<file path="src/rtl/serial_alu_sequencer.sv">
// serial_alu_sequencer: bit-serial WIDTH-bit AND/OR/ADD(/SUB) sequencer that
// steps a single one_bit_ALU cell once per clock, LSB first.
// Optional feature macro: SERIAL_ALU_SUB_EN (op 11 computes A - B).
// Ports: i_clk, i_rst_n (sync, active-low), i_start, i_op[1:0], i_a_in,
//        i_b_in, i_cin -> o_busy, o_done, o_result[WIDTH-1:0], o_carry_out.

module one_bit_ALU (
    input  logic       i_a,
    input  logic       i_b,
    input  logic       i_cin,
    input  logic [1:0] i_sel,
    output logic       o_res,
    output logic       o_cout
);
    always_comb begin
        o_res  = 1'b0;
        o_cout = 1'b0;
        case (i_sel)
            2'b00: o_res = i_a & i_b;
            2'b01: o_res = i_a | i_b;
            2'b10: begin
                o_res  = i_a ^ i_b ^ i_cin;
                o_cout = (i_a & i_b) | (i_cin & (i_a ^ i_b));
            end
            default: begin
                o_res  = 1'b0;
                o_cout = 1'b0;
            end
        endcase
    end
endmodule

module serial_alu_sequencer #(
    parameter int WIDTH = 8
) (
    input  logic             i_clk,
    input  logic             i_rst_n,
    input  logic             i_start,
    input  logic [1:0]       i_op,
    input  logic [WIDTH-1:0] i_a_in,
    input  logic [WIDTH-1:0] i_b_in,
    input  logic             i_cin,
    output logic             o_busy,
    output logic             o_done,
    output logic [WIDTH-1:0] o_result,
    output logic             o_carry_out
);
    localparam int CW = $clog2(WIDTH);

    typedef enum logic [1:0] {
        S_IDLE = 2'd0,
        S_RUN  = 2'd1,
        S_DONE = 2'd2
    } state_t;

    state_t           r_state;
    state_t           w_next;
    logic [WIDTH-1:0] r_a;
    logic [WIDTH-1:0] r_b;
    logic [WIDTH-1:0] r_result_sr;
    logic [1:0]       r_op;
    logic             r_carry;
    logic [CW-1:0]    r_bit_cnt;

    logic             w_accept;
    logic             w_last;
    logic             w_b_bit;
    logic [1:0]       w_sel;
    logic             w_res;
    logic             w_cout;
    logic             w_keep_carry;
    logic             w_init_carry;

    assign w_accept = i_start && (r_state == S_IDLE || r_state == S_DONE);
    assign w_last   = (r_bit_cnt == CW'(WIDTH - 1));

`ifdef SERIAL_ALU_SUB_EN
    // Subtraction is A + ~B + 1 through the adder path.
    assign w_b_bit      = (r_op == 2'b11) ? ~r_b[0] : r_b[0];
    assign w_sel        = (r_op == 2'b11) ? 2'b10 : r_op;
    assign w_keep_carry = r_op[1];
    assign w_init_carry = (i_op == 2'b11) ? 1'b1 :
                          (i_op == 2'b10) ? i_cin : 1'b0;
`else
    // Reserved op 11 reaches the cell unchanged, which outputs 0.
    assign w_b_bit      = r_b[0];
    assign w_sel        = r_op;
    assign w_keep_carry = (r_op == 2'b10);
    assign w_init_carry = (i_op == 2'b10) ? i_cin : 1'b0;
`endif

    one_bit_ALU u_cell (
        .i_a    (r_a[0]),
        .i_b    (w_b_bit),
        .i_cin  (r_carry),
        .i_sel  (w_sel),
        .o_res  (w_res),
        .o_cout (w_cout)
    );

    // State register
    always_ff @(posedge i_clk) begin
        if (!i_rst_n) r_state <= S_IDLE;
        else          r_state <= w_next;
    end

    // Next-state logic
    always_comb begin
        w_next = r_state;
        case (r_state)
            S_IDLE:  if (i_start) w_next = S_RUN;
            S_RUN:   if (w_last)  w_next = S_DONE;
            S_DONE:  w_next = i_start ? S_RUN : S_IDLE;
            default: w_next = S_IDLE;
        endcase
    end

    // Moore outputs
    always_comb begin
        o_busy = (r_state == S_RUN);
        o_done = (r_state == S_DONE);
    end

    // Datapath
    always_ff @(posedge i_clk) begin
        if (!i_rst_n) begin
            r_a         <= '0;
            r_b         <= '0;
            r_op        <= 2'b00;
            r_carry     <= 1'b0;
            r_bit_cnt   <= '0;
            r_result_sr <= '0;
            o_result    <= '0;
            o_carry_out <= 1'b0;
        end else if (w_accept) begin
            r_a       <= i_a_in;
            r_b       <= i_b_in;
            r_op      <= i_op;
            r_carry   <= w_init_carry;
            r_bit_cnt <= '0;
        end else if (r_state == S_RUN) begin
            r_result_sr <= {w_res, r_result_sr[WIDTH-1:1]};
            r_a         <= r_a >> 1;
            r_b         <= r_b >> 1;
            r_carry     <= w_cout;
            r_bit_cnt   <= r_bit_cnt + 1'b1;
            // Final bit goes straight into the result alongside the shifted bits.
            if (w_last) begin
                o_result    <= {w_res, r_result_sr[WIDTH-1:1]};
                o_carry_out <= w_keep_carry & w_cout;
            end
        end
    end
endmodule

</file>
<file path="config.mk">
export PLATFORM = sky130hd
export DESIGN_NAME = serial_alu_sequencer
export DESIGN_NICKNAME = d
export VERILOG_FILES = /design/src/rtl/serial_alu_sequencer.sv
export SDC_FILE = /design/constraint.sdc
export NUM_CORES = 1
export LEC_CHECK = 0
export ABC_AREA = 1
export CORE_AREA = 5 5 59 82
export DETAILED_ROUTE_END_ITERATION = 8
export DIE_AREA = 0 0 64 87
export GPL_ROUTABILITY_DRIVEN = 0
export GPL_TIMING_DRIVEN = 0
export PLACE_DENSITY = 0.72
export REMOVE_ABC_BUFFERS = 1
export SLEW_MARGIN = 20
export SYNTH_ARGS = -nofsm -noshare
export SYNTH_HDL_FRONTEND = slang
export SYNTH_SLANG_ARGS = --single-unit
</file>
<file path="constraint.sdc">
create_clock -name i_clk -period 1.4 [get_ports i_clk]
set_clock_uncertainty 0.2 [all_clocks]
set_input_delay 0.28 -clock i_clk [delete_from_list [all_inputs] [get_ports i_clk]]
set_output_delay 0.28 -clock i_clk [all_outputs]
set_load 0.005 [all_outputs]
</file>
# After elaboration in Yosys (flattened, before gate mapping)
# Cells that the tools add are included.
[totals] reg_bits=41 inputBits=22 elab_cells=49 out_inout_bits=11
[op_classes] n_mux=13 n_reduce_logical=9 bitwise=9 addsub=1 eq_ne=8
[op_table] operator="8-bit 2-to-1 mux" n=4
[op_table] operator="2-bit == test (second input constant)" n=3
[op_table] operator="2-bit case mux with 3 select lines" n=1
[op_table] operator="1-bit 2-to-1 mux" n=5
[op_table] operator="2-bit by 1-bit == test with 1-bit output (second input constant)" n=2
[op_table] operator="2-bit zero test" n=2
[op_table] operator="2-bit 2-to-1 mux" n=2
[op_table] operator="2-bit AND reduction" n=2
[op_table] operator="3-bit by 1-bit adder with 3-bit output (second input constant)" n=1
[op_table] operator="1-bit AND" n=3
[op_table] operator="3-bit == test (second input constant)" n=1
[op_table] operator="1-bit case mux with 3 select lines" n=1
[op_table] operator="3-bit AND reduction" n=1
[op_table] operator="2-bit by 1-bit != test with 1-bit output (second input constant)" n=1
[op_table] operator="2-bit != test (second input constant)" n=1
[op_table] operator="1-bit NOT" n=2
[op_table] operator="1-bit OR" n=2
[op_table] operator="2-bit nonzero test" n=1
[op_table] operator="2-bit OR reduction" n=1
[op_table] operator="1-bit bitwise XOR" n=2
[op_table] operator="1-bit logical AND" n=1
[op_table] operator="1-bit logical OR" n=1

# Longest topological paths before layout
# Gate-level depths: netlist of run 1.
[logic_depth] depth_word=6 depth_mapped=8 depth_no_buf=7

# Hierarchy
# Synthesis of run 1 repeated with hierarchy kept, for this count alone.
[unflattened] hier_cells=257 area_unflattened_um2=1871.8
[by_module_without_submodules] mod="serial_alu_sequencer" seq_area_each_um2=800.8 area_per_inst_um2=1773.0 cells_per_inst=243 instances=1
[by_module_without_submodules] mod="one_bit_ALU" seq_area_each_um2=0.0 area_per_inst_um2=98.8 cells_per_inst=14 instances=1

# Worst setup path after synthesis of run 1
# OpenSTA, ideal clock, no wires.
[synth_path] path_type="reg-to-reg" from="reg r_bit_cnt[0]" to="reg o_result[7]" required_time_ns=1.091 synth_period_minus_slack_ns=1.346 setup_slack_ns=0.054 setup_ns=0.109 t_arrival_ns=1.037 path_stages_with_launch=8 cell_sequence="dfxtp_1 -> ha_1 -> ha_1 -> inv_1 -> nor2_4 -> nand3_1 -> nand2_1 -> inv_1"
[synth_via] elab_chain_cells=2
[synth_rtl] item="start, declared" line="63" rtl="logic [CW-1:0] r_bit_cnt;"
[synth_rtl] item="start signal, assigned" line="146" rtl="r_bit_cnt <= r_bit_cnt + 1'b1;"
[synth_rtl] item="3-bit == test" line="75" rtl="assign w_last = (r_bit_cnt == CW'(WIDTH - 1));"
[synth_rtl] item="3-bit AND reduction (no line)"
[synth_rtl] item="end signal, assigned" line="149" rtl="o_result <= {w_res, r_result_sr[WIDTH-1:1]};"
[synth_rtl] item="end, declared" line="45" rtl="output logic [WIDTH-1:0] o_result,"
# Every way passes these cells.
# A chain may end at the register's enable or synchronous reset.

# Worst setup path in the final report of run 1
[layout_path] from="reg r_state[1]" to="out o_busy"
[layout_via] elab_chain_cells=1
[layout_rtl] item="start, declared" line="56" rtl="state_t r_state;"
[layout_rtl] item="start signal, assigned" line="104" rtl="else r_state <= w_next;"
[layout_rtl] item="2-bit by 1-bit == test with 1-bit output" line="120" rtl="o_busy = (r_state == S_RUN);"
[layout_rtl] item="end, declared" line="43" rtl="output logic o_busy,"
# Every way passes these cells.

==> results.json, run 1 <==
{
  "ys_warn_count": 0,
  "detail-route-antenna-nets": 0,
  "path_clk_slew_ns": 0.08,
  "grt_overflow": 0,
  "die_area_mm2": 0.00557,
  "setup_tns_ns": -0.703,
  "diodes": 0,
  "finalPower_mw": 3.01,
  "clock_path_buffers": 2,
  "seqPwrFrac": 0.419,
  "numCtsBuffers": 5,
  "power_leakage_nw": 1.18,
  "hold_path_class": "register to register",
  "power_switching_mw": 0.705,
  "hold_path_depth": 2,
  "drcViolationCount": 0,
  "num_rows": 28,
  "routed_wl_um": 4420,
  "setup_viol": 14,
  "core_mm2": 0.00410,
  "synth-seq-area-share": 0.455,
  "path_delay_family": "flip-flops",
  "vias_per_cell": 5.00,
  "crit_type": "register to output pin",
  "syn_area_per_cell_um2": 7.37,
  "cts_hold_buf": 0,
  "critical_path_buf_inv_count": 2,
  "first_iter_violations": 86,
  "rsz0062_at_grt": "true",
  "synth_top_area_frac": 0.455,
  "root_buffer": "clkbuf_8",
  "fin_crit_ns": 1.51,
  "fin_ws_ns": -0.108,
  "grt_start_max_net_pins": 27,
  "grt_pass1_vias": 1528,
  "synth_area_leaders": "dfxtp_1, nand2_1, nor2_1, inv_1, o21ai_0",
  "cp_num_cells": 3,
  "arrival_ns": 1.03,
  "relSlewSlack": 0.687,
  "tightest_slew_ns": 0.470,
  "final_cell_mix": "nor2_1, nand2_1, dfxtp_1, inv_1, clkdlybuf4s50_1",
  "share_comb_of_total_power": 0.150,
  "synth_top_area_cell": "dfxtp_1",
  "reg2reg_depth": 7,
  "cts-htree-levels": 2,
  "area.growth.synth_to_final_pct": 44.7,
  "track_usage": 0.155,
  "outcome": "complete, but fails checks",
  "sw_frac_of_total": 0.234,
  "vias": 1644,
  "numClockSinks": 40,
  "netlist_area_mm2": 0.00176,
  "cap_violations": 0,
  "layout.cells.non_filler": 329,
  "ys_seq_elements": 40,
  "io_buffers": 32,
  "critPathCaptureType": "output pin",
  "dieWidth_um": 64,
  "path_cells": "buf_6 -> nor2_4 -> buf_2",
  "drive_gt1_frac": 0.246,
  "firstDrtPassIters": 4,
  "layout_commonest_cell": "nor2_1",
  "intPower_mw": 2.30,
  "fin_crit_sh": 1.08,
  "pin_count": 33,
  "violations": "negative setup slack",
  "num-fill-cells": 339,
  "hold_violations": 0,
  "vdd_drop_max_v": 0.00106,
  "tritoncts": "yes",
  "power.density_mw_per_mm2": 1180,
  "max_stage_delay_ns": 0.34,
  "fmax_mhz": 663,
  "clock_power_share": 0.432,
  "slowest_stage": "dfxtp_2",
  "antenna_found_initial": 0,
  "routedWlPerCell_um": 13.4,
  "startpoint_type": "register",
  "worstPathMaxFanout": 2,
  "start_util": 0.430,
  "grt_pass1_wl_um": 6910,
  "slew_violations": 0,
  "dieHeight_um": 87,
  "dp.cells": 307,
  "dp_hpwl_um": 2540,
  "synthCells": 239,
  "synthDistinctLibCells": 25,
  "clock_latency_ns": 0.29,
  "cp_data_required_time_ns": 0.92,
  "nets": 310
}
==> power by group through the flow <==
stage | clock [mW] | combinational (mW) | sequential, mW
CTS | 1.31 | 0.375 | 1.25
finish | 1.30 | 0.451 | 1.26
floorplan | 0 | 0.205 | 1.27
detailed placement | 0 | 0.326 | 1.28
global route | 1.36 | 0.502 | 1.27
global placement | 0 | 0.321 | 1.28
==> worst reg2reg max path, stage by stage (launching register included) <==
cell,delay [ns]
dfxtp_2,0.34
buf_6,0.11
nor2_4,0.15
buf_6,0.14
buf_12,0.13
nand2_4,0.09
a21oi_1,0.15
nor2_1,0.06
==> kinds of logic after synthesis <==
group	after synthesis	synth area share
XOR/XNOR	1	0.00497
AO/OA/AOI/OAI	41	0.124
flip-flops	40	0.455
adder cells (fa/ha/maj)	5	0.0398
AND/OR/NAND/NOR	110	0.270
buffers and inverters	42	0.107
==> cells in the mapped netlist <==
master    instances
a211oi_1          2
a211oi_2          1
a21oi_1          17
buf_2             2
buf_4             1
buf_6             3
clkbuf_1          3
dfxtp_1          40
fa_1              1
ha_1              4
inv_1            30
inv_2             2
inv_4             1
nand2_1          42
nand2_2           3
nand2_4           1
nand3_1          16
nand3b_1          1
nor2_1           39
nor2_2            1
nor2_4            2
nor3_1            5
o21ai_0          20
o21ai_1           1
xor2_1            1
==> worst paths after layout <==
check	to	slack, ns	from
worst max-delay path	o_busy	-0.11	r_state[1]
worst min-delay path	r_a[4]	0.27	r_a[4]
worst max register to register	o_carry_out	-0.08	r_state[1]
worst min register to register	r_a[4]	0.27	r_a[4]
==> layout make-up <==
cell class,instances,area [µm²],share of cell area
Multi-Input combinational cell,158,933,0.366
Sequential cell,40,815,0.320
Clock inverter,3,90.1,0.0353
Clock buffer,5,68.8,0.0270
Inverter,33,150,0.0589
Timing Repair Buffer,45,435,0.171
Tap cell,45,56.3,0.0221
==> flip-flops by register name, indices dropped and copies added (netlist names) <==
name / flops
o_carry_out: 1
r_b: 8
r_a: 8
r_op: 2
r_result_sr: 7
r_bit_cnt: 3
r_carry: 1
o_result: 8
r_state: 2
==> per-layer routing <==
layer / share of wire / global-route usage / routed length, µm
met1: 0.41 / 0.180 / 1810
met2: 0.53 / 0.270 / 2340
met3: 0.051 / 0.0426 / 225
met4: 0.012 / 0.0567 / 55
met5: 0 / 0 / 0
==> through the flow <==
stage | hold WS, ns | instance area [µm²] | util | setup WS [ns]
floorplan | 0.204 | 1700 | - | -0.132
global placement | 0.250 | 2080 | 0.506 | -0.925
detailed placement | 0.258 | 2080 | 0.506 | -0.963
CTS | 0.266 | 2350 | 0.573 | -0.223
global route | 0.296 | 2550 | 0.622 | -0.150
finish | 0.268 | 2550 | 0.622 | -0.108
==> repair_timing <==
action                                  CTS  global route
gates cloned                              1             1
endpoints found under the setup margin   51            22
buffers inserted                          8             4
pin swaps                                 3            22
resized for setup                        41            53
Note: power is estimated with default switching activity, not from simulation.
==> run 2: changes to the inputs <==
Settings changed: CAP_MARGIN set to 15, RECOVER_POWER set to 100.
==> run 2 against run 1 <==
Effect of this change: global-route usage unchanged; critical path depth unchanged; critical endpoint unchanged; non-clock buffer count is the same; the run still ends with negative setup slack left; final area down 0.54%; via count is essentially flat; largest power group unchanged; cell count unchanged; die area unchanged; clock power is essentially flat.
==> results.json, run 2 (synthesis gave the netlist of run 1 again) <==
{
  "finalPower_mw": 3.01,
  "firstDrtPassIters": 5,
  "hold_violations": 0,
  "grt_overflow": 0,
  "slew_violations": 0,
  "fmax_mhz": 663,
  "met1_usage": 0.180,
  "clock_latency_ns": 0.29,
  "num_rows": 28,
  "area.growth.synth_to_final_pct": 43.9,
  "num-fill-cells": 341,
  "layout_commonest_cell": "nor2_1",
  "grt_pass1_vias": 1528,
  "violations": "negative setup slack",
  "cts_hold_buf": 0,
  "core_mm2": 0.00410,
  "drive_gt1_frac": 0.243,
  "dieWidth_um": 64,
  "setup_viol": 18,
  "vdd_drop_max_v": 0.00106,
  "busiest_layer": "met2",
  "detail-route-antenna-nets": 0,
  "start_util": 0.430,
  "track_usage": 0.155,
  "nets": 310,
  "tritoncts": "yes",
  "vias": 1643,
  "grt_pass1_wl_um": 6910,
  "antenna_found_initial": 0,
  "hold_path_depth": 3,
  "routedWlPerCell_um": 13.5,
  "clock_path_buffers": 2,
  "path_clk_slew_ns": 0.08,
  "dp_hpwl_um": 2540,
  "fin_crit_ns": 1.51,
  "reg2reg_slack_ns": -0.08,
  "die_area_mm2": 0.00557,
  "post_dp_cell_area_mm2": 0.00208,
  "layout.cells.non_filler": 329,
  "io_buffers": 32,
  "pre_cts_ws_ns": -0.963,
  "hold_path_class": "primary input to register",
  "routed_wl_um": 4430,
  "numClockSinks": 40,
  "dp.cells": 307,
  "vias_per_cell": 4.99,
  "grt_use_met3": 0.0426,
  "cts-htree-levels": 2,
  "worstPathMaxFanout": 2,
  "arrival_ns": 1.03,
  "crit_type": "register to output pin",
  "power_leakage_nw": 1.18,
  "reg2reg_depth": 7,
  "relSlewSlack": 0.688,
  "startpoint_type": "register",
  "outcome": "complete, but fails checks",
  "numCtsBuffers": 5,
  "final_cell_mix": "nor2_1, nand2_1, dfxtp_1, inv_1, clkdlybuf4s50_1",
  "finalInstanceArea_mm2": 0.00253,
  "critPathCaptureType": "output pin",
  "diodes": 0,
  "drcViolationCount": 0,
  "tightest_slew_ns": 0.469,
  "dieHeight_um": 87,
  "pin_count": 33,
  "fin_ws_ns": -0.108,
  "first_iter_violations": 84,
  "grt_start_max_net_pins": 27,
  "cp_data_required_time_ns": 0.92,
  "rsz0062_at_grt": "true",
  "power.density_mw_per_mm2": 1190,
  "gr-usage-met2": 0.270,
  "cap_violations": 0,
  "top_regs": "o_result x8, r_a x8, r_b x8",
  "fin_crit_sh": 1.08,
  "root_buffer": "clkbuf_8"
}
## run 2: cell count changes in the layout (fill, tap and decap cells not counted)
cell	before	now
dfxtp_1	33	34
dfxtp_4	2	1
inv_2	3	4
inv_6	1	0
nand2_2	3	4
nand2_4	7	6
## run 2: critical path, cell delays in order, from the launching register on
cell and delay [ns]:
dfxtp_2 0.34, buf_6 0.11, nor2_4 0.15, buf_2 0.14
## run 2: final cells by class
class	instances	area, µm²	area share
tap	45	56.3	0.0222
sequential	40	811	0.320
inverter	33	145	0.0573
timing repair buffer	45	435	0.172
multi-input combinational	158	928	0.366
clock buffer	5	68.8	0.0271
clock inverter	3	90.1	0.0355
## run 2: per-stage QoR
| step | setup TNS [ns] | hold WS [ns] | utilization |
|---|---|---|---|
| finish | -0.752 | 0.267 | 0.618 |
| CTS | -1.08 | 0.266 | 0.573 |
| global route | -3.17 | 0.296 | 0.618 |
| global placement | -25.33 | 0.250 | 0.506 |
| floorplan | -1.72 | 0.204 | - |
| detailed placement | -25.84 | 0.258 | 0.506 |
## run 2: path summary, 6_finish.rpt
check,startpoint,end
worst max-delay path,r_state[1],o_busy
worst max register to register,r_state[1],o_carry_out
worst min register to register,r_a[4],r_a[4]
worst min-delay path,i_rst_n,o_result[6]
## run 2: power by group
group | switching [mW] | leakage (nW) | internal (mW)
clock | 0.410 | 0.0784 | 0.892
sequential | 0.0488 | 0.330 | 1.21
combinational | 0.247 | 0.768 | 0.201
total | 0.706 | 1.18 | 2.30
## run 2: routing by layer
layer  share of wire  vias to the layer above
met1            0.41                      762
met4          0.0095                        0
met3           0.045                        6
li1                -                      841
met5               0                        -
met2            0.53                       34
## run 2: timing repair
| action | 4_1_cts | 5_1_grt |
|---|---|---|
| endpoints found under the setup margin | 51 | 22 |
| resized for setup | 41 | 53 |
| buffers inserted | 8 | 4 |
| pin swaps | 3 | 22 |
| cloned | 1 | 1 |
| hold endpoints to repair | 0 | 0 |
